**src/rtl/gf2m_fifo_multiplier_if.sv**
```systemverilog
// Handshake bundle between the operand FIFOs, the GF(2^m) multiplier and the
// point-arithmetic consumer. "slave" is the multiplier's view.
interface gf2m_fifo_multiplier_if #(
    parameter int DATA = 256
);
    logic            A_Out_Busy;
    logic            B_Out_Busy;
    logic [DATA-1:0] A_Data;
    logic [DATA-1:0] B_Data;
    logic            A_rd_en;
    logic            B_rd_en;
    logic [DATA-1:0] result;
    logic            result_valid;
    logic            result_ready;
    logic            busy;

    modport slave (
        input  A_Out_Busy, B_Out_Busy, A_Data, B_Data, result_ready,
        output A_rd_en, B_rd_en, result, result_valid, busy
    );

    modport master (
        output A_Out_Busy, B_Out_Busy, A_Data, B_Data, result_ready,
        input  A_rd_en, B_rd_en, result, result_valid, busy
    );
endinterface

```
**src/rtl/gf2m_fifo_multiplier.sv**
```systemverilog
// Pops one operand pair from FIFO A/B, computes A*B mod f(x) bit-serially (MSB first)
// and holds the zero-extended product on a valid/ready handshake.
module gf2m_fifo_multiplier #(
    parameter int             DATA = 256,
    parameter int             M    = 233,
    parameter logic [M-1:0]   POLY = ({{(M-1){1'b0}}, 1'b1} << 7'd74) | {{(M-1){1'b0}}, 1'b1}
) (
    input  logic                   clk,
    input  logic                   rst,
    gf2m_fifo_multiplier_if.slave  bus
);

    localparam int CW = $clog2(M);
    localparam logic [CW-1:0] CNT_LAST = CW'(M - 1);
    localparam logic [CW-1:0] CNT_ONE  = CW'(1);
    localparam logic [CW-1:0] CNT_ZERO = CW'(0);

    typedef enum logic [2:0] {
        S_IDLE  = 3'd0,
        S_FETCH = 3'd1,
        S_LOAD  = 3'd2,
        S_MUL   = 3'd3,
        S_DONE  = 3'd4
    } state_t;

    state_t          r_state;
    logic [M-1:0]    r_a;
    logic [M-1:0]    r_b;
    logic [M-1:0]    r_c;
    logic [CW-1:0]   r_cnt;
    logic [DATA-1:0] r_result;
    logic            r_result_valid;
    logic            r_rd_en;
    logic            r_busy;
    logic [M-1:0]    w_c_next;

    // One Horner step: c*x reduced by f(x), plus a when the current b bit is set.
    function automatic logic [M-1:0] gf_mac_step(
        input logic [M-1:0] c,
        input logic [M-1:0] a,
        input logic         b_bit
    );
        logic [M-1:0] t;
        t = {c[M-2:0], 1'b0};
        if (c[M-1]) begin
            t = t ^ POLY;
        end else begin
            t = t;
        end
        if (b_bit) begin
            t = t ^ a;
        end else begin
            t = t;
        end
        return t;
    endfunction

    // Next accumulator value for the current MUL iteration.
    always_comb begin
        w_c_next = gf_mac_step(r_c, r_a, r_b[r_cnt]);
    end

    // Control FSM and datapath registers; all outputs are registered.
    always_ff @(posedge clk or posedge rst) begin
        if (rst) begin
            r_state        <= S_IDLE;
            r_a            <= {M{1'b0}};
            r_b            <= {M{1'b0}};
            r_c            <= {M{1'b0}};
            r_cnt          <= CNT_ZERO;
            r_result       <= {DATA{1'b0}};
            r_result_valid <= 1'b0;
            r_rd_en        <= 1'b0;
            r_busy         <= 1'b0;
        end else begin
            case (r_state)
                S_IDLE: begin
                    if (!bus.A_Out_Busy && !bus.B_Out_Busy) begin
                        r_state <= S_FETCH;
                        r_rd_en <= 1'b1;
                        r_busy  <= 1'b1;
                    end else begin
                        r_state <= S_IDLE;
                    end
                end
                S_FETCH: begin
                    r_state <= S_LOAD;
                    r_rd_en <= 1'b0;
                end
                S_LOAD: begin
                    // FIFO outputs are registered, so the popped pair is visible now.
                    r_a     <= bus.A_Data[M-1:0];
                    r_b     <= bus.B_Data[M-1:0];
                    r_c     <= {M{1'b0}};
                    r_cnt   <= CNT_LAST;
                    r_state <= S_MUL;
                end
                S_MUL: begin
                    r_c <= w_c_next;
                    if (r_cnt == CNT_ZERO) begin
                        r_result       <= {{(DATA-M){1'b0}}, w_c_next};
                        r_result_valid <= 1'b1;
                        r_state        <= S_DONE;
                    end else begin
                        r_cnt <= r_cnt - CNT_ONE;
                    end
                end
                S_DONE: begin
                    if (bus.result_ready) begin
                        r_result_valid <= 1'b0;
                        r_busy         <= 1'b0;
                        r_state        <= S_IDLE;
                    end else begin
                        r_state <= S_DONE;
                    end
                end
                default: begin
                    r_state        <= S_IDLE;
                    r_rd_en        <= 1'b0;
                    r_result_valid <= 1'b0;
                    r_busy         <= 1'b0;
                end
            endcase
        end
    end

    assign bus.A_rd_en      = r_rd_en;
    assign bus.B_rd_en      = r_rd_en;
    assign bus.result       = r_result;
    assign bus.result_valid = r_result_valid;
    assign bus.busy         = r_busy;

endmodule

```
**src/flat_wrapper.sv**
```systemverilog
// flat-port wrapper written by rule: the top's interface ports become plain ports
module gf2m_fifo_multiplier_flat 
#(
    parameter int             DATA = 256,
    parameter int             M    = 233,
    parameter logic [M-1:0]   POLY = ({{(M-1){1'b0}}, 1'b1} << 7'd74) | {{(M-1){1'b0}}, 1'b1}
)
  (clk, rst, bus_A_Out_Busy, bus_B_Out_Busy, bus_A_Data, bus_B_Data, bus_result_ready, bus_A_rd_en, bus_B_rd_en, bus_result, bus_result_valid, bus_busy);
  gf2m_fifo_multiplier_if #(.DATA(DATA)) bus_i ();
  input  logic clk;
  input  logic rst;
  input wire logic [$bits(bus_i.A_Out_Busy)-1:0] bus_A_Out_Busy;
  input wire logic [$bits(bus_i.B_Out_Busy)-1:0] bus_B_Out_Busy;
  input wire logic [$bits(bus_i.A_Data)-1:0] bus_A_Data;
  input wire logic [$bits(bus_i.B_Data)-1:0] bus_B_Data;
  input wire logic [$bits(bus_i.result_ready)-1:0] bus_result_ready;
  output wire logic [$bits(bus_i.A_rd_en)-1:0] bus_A_rd_en;
  output wire logic [$bits(bus_i.B_rd_en)-1:0] bus_B_rd_en;
  output wire logic [$bits(bus_i.result)-1:0] bus_result;
  output wire logic [$bits(bus_i.result_valid)-1:0] bus_result_valid;
  output wire logic [$bits(bus_i.busy)-1:0] bus_busy;
  assign bus_i.A_Out_Busy = bus_A_Out_Busy;
  assign bus_i.B_Out_Busy = bus_B_Out_Busy;
  assign bus_i.A_Data = bus_A_Data;
  assign bus_i.B_Data = bus_B_Data;
  assign bus_i.result_ready = bus_result_ready;
  assign bus_A_rd_en = bus_i.A_rd_en;
  assign bus_B_rd_en = bus_i.B_rd_en;
  assign bus_result = bus_i.result;
  assign bus_result_valid = bus_i.result_valid;
  assign bus_busy = bus_i.busy;
  gf2m_fifo_multiplier #(.DATA(DATA), .M(M), .POLY(POLY)) u_core (.clk(clk), .rst(rst), .bus(bus_i));
endmodule
```
**config.mk**
```make
export PLATFORM = sky130hd
export DESIGN_NAME = gf2m_fifo_multiplier_flat
export DESIGN_NICKNAME = d
export VERILOG_FILES = /design/src/rtl/gf2m_fifo_multiplier_if.sv /design/src/rtl/gf2m_fifo_multiplier.sv /design/src/flat_wrapper.sv
export SDC_FILE = /design/constraint.sdc
export NUM_CORES = 2
export LEC_CHECK = 0
export ABC_AREA = 1
export BUFFER_PORTS_ARGS = -buffer_cell sky130_fd_sc_hd__buf_2
export CELL_PAD_IN_SITES_DETAIL_PLACEMENT = 1
export CELL_PAD_IN_SITES_GLOBAL_PLACEMENT = 1
export CORE_AREA = 3 3 350 352
export DETAILED_ROUTE_END_ITERATION = 12
export DIE_AREA = 0 0 353 355
export PLACE_DENSITY = 0.77
export SLEW_MARGIN = 0
export SYNTH_ARGS = -nofsm -noshare
export SYNTH_HDL_FRONTEND = slang
export SYNTH_SLANG_ARGS = --single-unit
```
**constraint.sdc**
```tcl
create_clock -name clk -period 30.4 [get_ports clk]
set_input_delay 6.08 -clock clk [delete_from_list [all_inputs] [get_ports clk]]
set_output_delay 6.08 -clock clk [all_outputs]
set_load 0.005 [all_outputs]
```
---- Word level (Yosys, flattened, before mapping) ----
Cells that the tools add are included.
storage, ports and cells
  output and inout port bits .............. 260
  word-level logic and storage cells ...... 55
  input bits .............................. 517
  flip-flop bits (word level) ............. 946
cells by class
  multiplexer cells ....................... 17
  add/subtract/negate cells ............... 1
  reduce and logical (&&, ||, !) cells .... 14
  bitwise operators ....................... 5
  order comparisons ....................... 1
  equality and inequality tests ........... 8
operators by type and width
  operator             number
  $pmux 233 s2         1
  $mux 233             1
  $xor 233x233->233    1
  $mux 75              1
  $pmux 8 s2           1
  $pmux 3 s5           1
  $lt 8x9->1 const B   1
  $reduce_or 3->1      3
  $bmux 1 s8           1
  $logic_not 8->1      1
  $mux 8               1
  $sub 8x1->8 const B  1
  $eq 3x2->1 const B   2
  $mux 3               2
  $pmux 1 s3           2
  $reduce_and 2->1     3
  $reduce_and 3->1     2
  $mux 1               5
  $ne 2x1->1 const B   2
  $ne 2x2->1 const B   2
  $eq 3x1->1 const B   1
  $eq 3x3->1 const B   1
  $logic_not 3->1      1
  $not 1->1            3
  other kinds (5)      6

---- Depth between registers and ports, before layout ----
  depth in word-level cells ............... 5
  depth in mapped cells ................... 21
  depth with buffers taken out ............ 17

---- Worst setup path after synthesis ----
OpenSTA, ideal clock, no wires.
  path kind ............................... in2reg
  start ................................... input bus_B_Out_Busy
  end ..................................... register u_core.r_rd_en, in the netlist u_core.bus.A_rd_en
  arrival ................................. 6.572 ns
  required time ........................... 30.317 ns
  path buffers ............................ 0
  library setup time ...................... 0.083 ns
  cell stages on the path ................. 4
  setup slack ............................. 23.745 ns
  path through ............................ o21a_1 nor3_1 nand2_1 o21ai_0
between the ends
  longest elaborated chain between the ends .. 4
ends and longest elaborated chain
  what                               line                        text
  start: declaration                 flat_wrapper.sv:13          input wire logic [$bits(bus_i.B_Out_Busy)-1:0] bus_B_Out_Busy;
  $logic_not 1->1                    gf2m_fifo_multiplier.sv:78  if (!bus.A_Out_Busy && !bus.B_Out_Busy) begin
  $logic_and 1x1->1                  gf2m_fifo_multiplier.sv:78
  $ne 2x1->1 (no source line)        -
  $reduce_and 2->1 (no source line)  -
  end signal: assignment             gf2m_fifo_multiplier.sv:73  r_rd_en <= 1'b0;
  end signal: assignment             gf2m_fifo_multiplier.sv:80  r_rd_en <= 1'b1;
  end signal: assignment             gf2m_fifo_multiplier.sv:88  r_rd_en <= 1'b0;
  end: declaration                   gf2m_fifo_multiplier.sv:33  logic r_rd_en;
No other way between the ends.
A chain may end at the register's enable or synchronous reset.

==> impl_metrics.py <==
metrics = {
    "run_status": {
        "outcome": "finished clean",
    },
    "sta": {
        "tightest_slew_ns": 1.36,
        "post-route-min-period_ns": 8.52,
        "tns_ns": 0,
        "setup_viol": 0,
        "slew_violations": 0,
        "slew_headroom_pct": 9.28,
        "fmax_mhz": 117,
        "timing.final.crit_share_pct": 28.0,
        "fin_skew_ns": 0.0375,
        "hold_viol": 0,
        "grt_setup_unrepaired": "false",
        "whs_ns": 0.465,
    },
    "route": {
        "drt_iter0_markers": 2649,
        "drt-total-wl_mm": 153,
        "wl_per_cell_um": 19.6,
        "detail-route-antenna-nets": 0,
        "drtPass1Iterations": 5,
        "route.detailed.drc": 0,
        "vias": 39000,
        "vias_per_cell": 4.99,
    },
    "setup_path": {
        "crit_start": "rst",
        "critPathMaxFanout": 172,
        "crit_slowest_cell": "buf_4",
        "arrival_ns": 9.18,
        "endpoint": "u_core.r_a[23]",
        "crit_chain": "buf_2, clkinvlp_4, buf_4, buf_12, buf_4",
        "worstRegToRegCells": 14,
        "cp-end-kind": "asynchronous set/reset pin",
        "max_stage_delay_ns": 0.95,
        "crit_cells": 5,
        "worst_path_most_repeated_cell": "buf_4",
        "crit_buf_inv": 5,
        "rrSetupSlack_ns": 24.31,
        "cp_top_family": "buffers and inverters",
        "required_ns": 31.06,
        "worstSetupStartpointType": "input port",
        "rr_endpoint": "u_core.bus.result[150]",
        "critical_path_class": "in2async",
        "r2r_start": "u_core.r_cnt[0]",
    },
    "grt": {
        "grt_pass1_wl_mm": 238,
        "antenna_found_initial": 31,
        "grt_pass1_vias": 41500,
        "grt_max_degree": 269,
        "grt_usage_pct": 23.9,
        "grt.overflow.total": 0,
    },
    "floorplanning": {
        "initial_core_util_pct": 36.8,
        "die-area_um2": 125000,
        "top_level_ports": 777,
        "fp-row-count": 127,
        "core_um2": 120000,
        "die_height_um": 355,
        "dieWidth_um": 353,
    },
    "clocking": {
        "clock_sinks": 946,
        "clock_tree.root_cell": "clkbuf_16",
        "ctsHoldBuffers": 0,
        "cts_tree": "yes",
        "ctsLongestPathBuffers": 3,
        "clk_latency_ns": 0.69,
        "clk_pin_slew_ns": 0.06,
        "cts_buffers": 107,
        "post_cts_resized": 0,
        "h-tree-depth": 3,
        "postCtsSetupRepairBufs": 0,
    },
    "synth": {
        "avgSynthCellArea_um2": 7.92,
        "yosys.area.top_type_share_pct": 53.7,
        "synth_edf_count": 0,
        "synth_most_common_cell": "nand2_1",
        "synth_area_leaders": "dfrtp_1 54%, nand2_1 21%, nand3_1 9.2%",
        "synth_seq_cells": 946,
        "synthArstFlopShare_pct": 100,
        "ys_seq_area_share_pct": 53.7,
        "synth_area_leader_cell": "dfrtp_1",
        "synth.distinct_cells": 29,
        "synthTopCellsByCount": "2,478 x nand2_1, 946 x dfrtp_1, 806 x nand3_1",
        "ys.flop_type": "dfrtp_1",
        "yosysWarnings": 0,
        "syn_inst": 5567,
        "syn_area_um2": 44100,
    },
    "placed_design": {
        "dp_hpwl_mm": 97.7,
        "port_buffers": 707,
        "place_congestion": 0.812,
        "place_area_um2": 48500,
    },
    "cells_and_area": {
        "fin_area_um2": 52200,
        "final_layout_size_suffix_gt1_share_pct": 15.3,
        "syn2layout_area_growth_pct": 18.5,
        "final_nets": 6620,
    },
    "run": {
        "cap_viol_max_count": 0,
    },
    "min_path": {
        "min_path_type": "reg2reg",
    },
    "pwr": {
        "leakagePower_nw": 28.3,
        "cellPowerDensity_nw_per_um2": 112,
        "peakVddDrop_v": 0.000112,
        "total_power_mw": 5.87,
    },
}
## report_power, final
part | internal [mW] | total (mW) | switching, mW
Combinational | 0.791 | 2.55 | 1.76
Clock | 0.792 | 1.35 | 0.555
Sequential | 1.69 | 1.97 | 0.276
Total | 3.28 | 5.87 | 2.59
## placed cells by master, fill, tap and decap left out, types with 2 or more instances in the layout
master / count
clkinv_16: 2
diode_2: 12
inv_1: 438
nor2_2: 2
dfrtp_1: 944
o22ai_1: 2
clkbuf_8: 25
ha_1: 2
xnor2_1: 233
buf_12: 6
buf_4: 36
a21oi_1: 26
o211ai_1: 39
buf_2: 707
nor3_1: 4
xor2_1: 2
o21ai_0: 202
inv_8: 3
inv_16: 2
clkbuf_1: 21
inv_2: 3
bufinv_16: 9
clkinv_2: 28
clkinvlp_4: 2
nor2_4: 2
nor2_1: 18
a31oi_1: 2
o21ai_1: 4
nand2_8: 2
clkbuf_16: 108
conb_1: 23
nand3_1: 806
nand2_1: 2477
## flip-flops by register name, summed over array words and instances, names as in the netlist
name	flops
u_core.r_c	233
u_core.r_cnt	8
u_core.bus.A_rd_en	1
u_core.bus.busy	1
u_core.r_a	233
u_core.bus.result	233
u_core.r_state	3
u_core.bus.result_valid	1
u_core.r_b	233
## cell type report
cell class	count	area [um^2]
diodes	12	30.0
clock buffers	154	3130
clock inverters	44	536
fillers	14700	67400
inverters	445	1700
multi-input cells	3852	17200
flip-flops and latches	946	23700
well taps	1612	2020
repair buffers	749	3930
## how the worst min path moves through the flow
stage | start | endpoint | slack, ns | cells past startpoint
after global routing | u_core.r_b[98] | u_core.r_b[98] | 0.49 | 2
after global placement | u_core.r_b[108] | u_core.r_b[108] | 0.45 | 2
final | u_core.r_b[96] | u_core.r_b[96] | 0.46 | 2
after CTS | u_core.r_b[96] | u_core.r_b[96] | 0.47 | 2
after detailed placement | u_core.r_b[96] | u_core.r_b[96] | 0.45 | 2
after floorplan | u_core.r_b[102] | u_core.r_b[102] | 0.44 | 2
## cells by family after synthesis
| family | after synthesis | share of synthesized area (%) |
|---|---|---|
| flops | 946 | 53.7 |
| other cells | 1 | 0.00851 |
| simple gates | 3315 | 30.6 |
| compound gates | 277 | 3.39 |
| xor+xnor | 235 | 4.67 |
| fa+ha+maj | 2 | 0.0568 |
| buf+inv | 791 | 7.58 |
## routing by layer
layer	global-route usage, %	up-vias	share of wire (%)
li1	-	18300	-
met1	28.7	19400	41
met2	41.3	900	48
met3	5.54	312	6.0
met4	10.0	26	4.4
met5	0	-	0.12
## tightest hold or removal path, cell delays in order, from the launching register on
cell and delay (ns):
dfrtp_1 0.33, nand2_1 0.05, nand2_1 0.05
## per-stage QoR
stage | cells | setup WS (ns) | utilization [%]
floorplan | 5589 | 11.30 | -
global placement | 7604 | 21.06 | 40.6
detailed placement | 7604 | 21.01 | 40.6
CTS | 7802 | 21.83 | 43.6
global route | 7805 | 21.48 | 43.6
finish | 7814 | 21.88 | 43.6
Power figures use the tool's default switching activity.
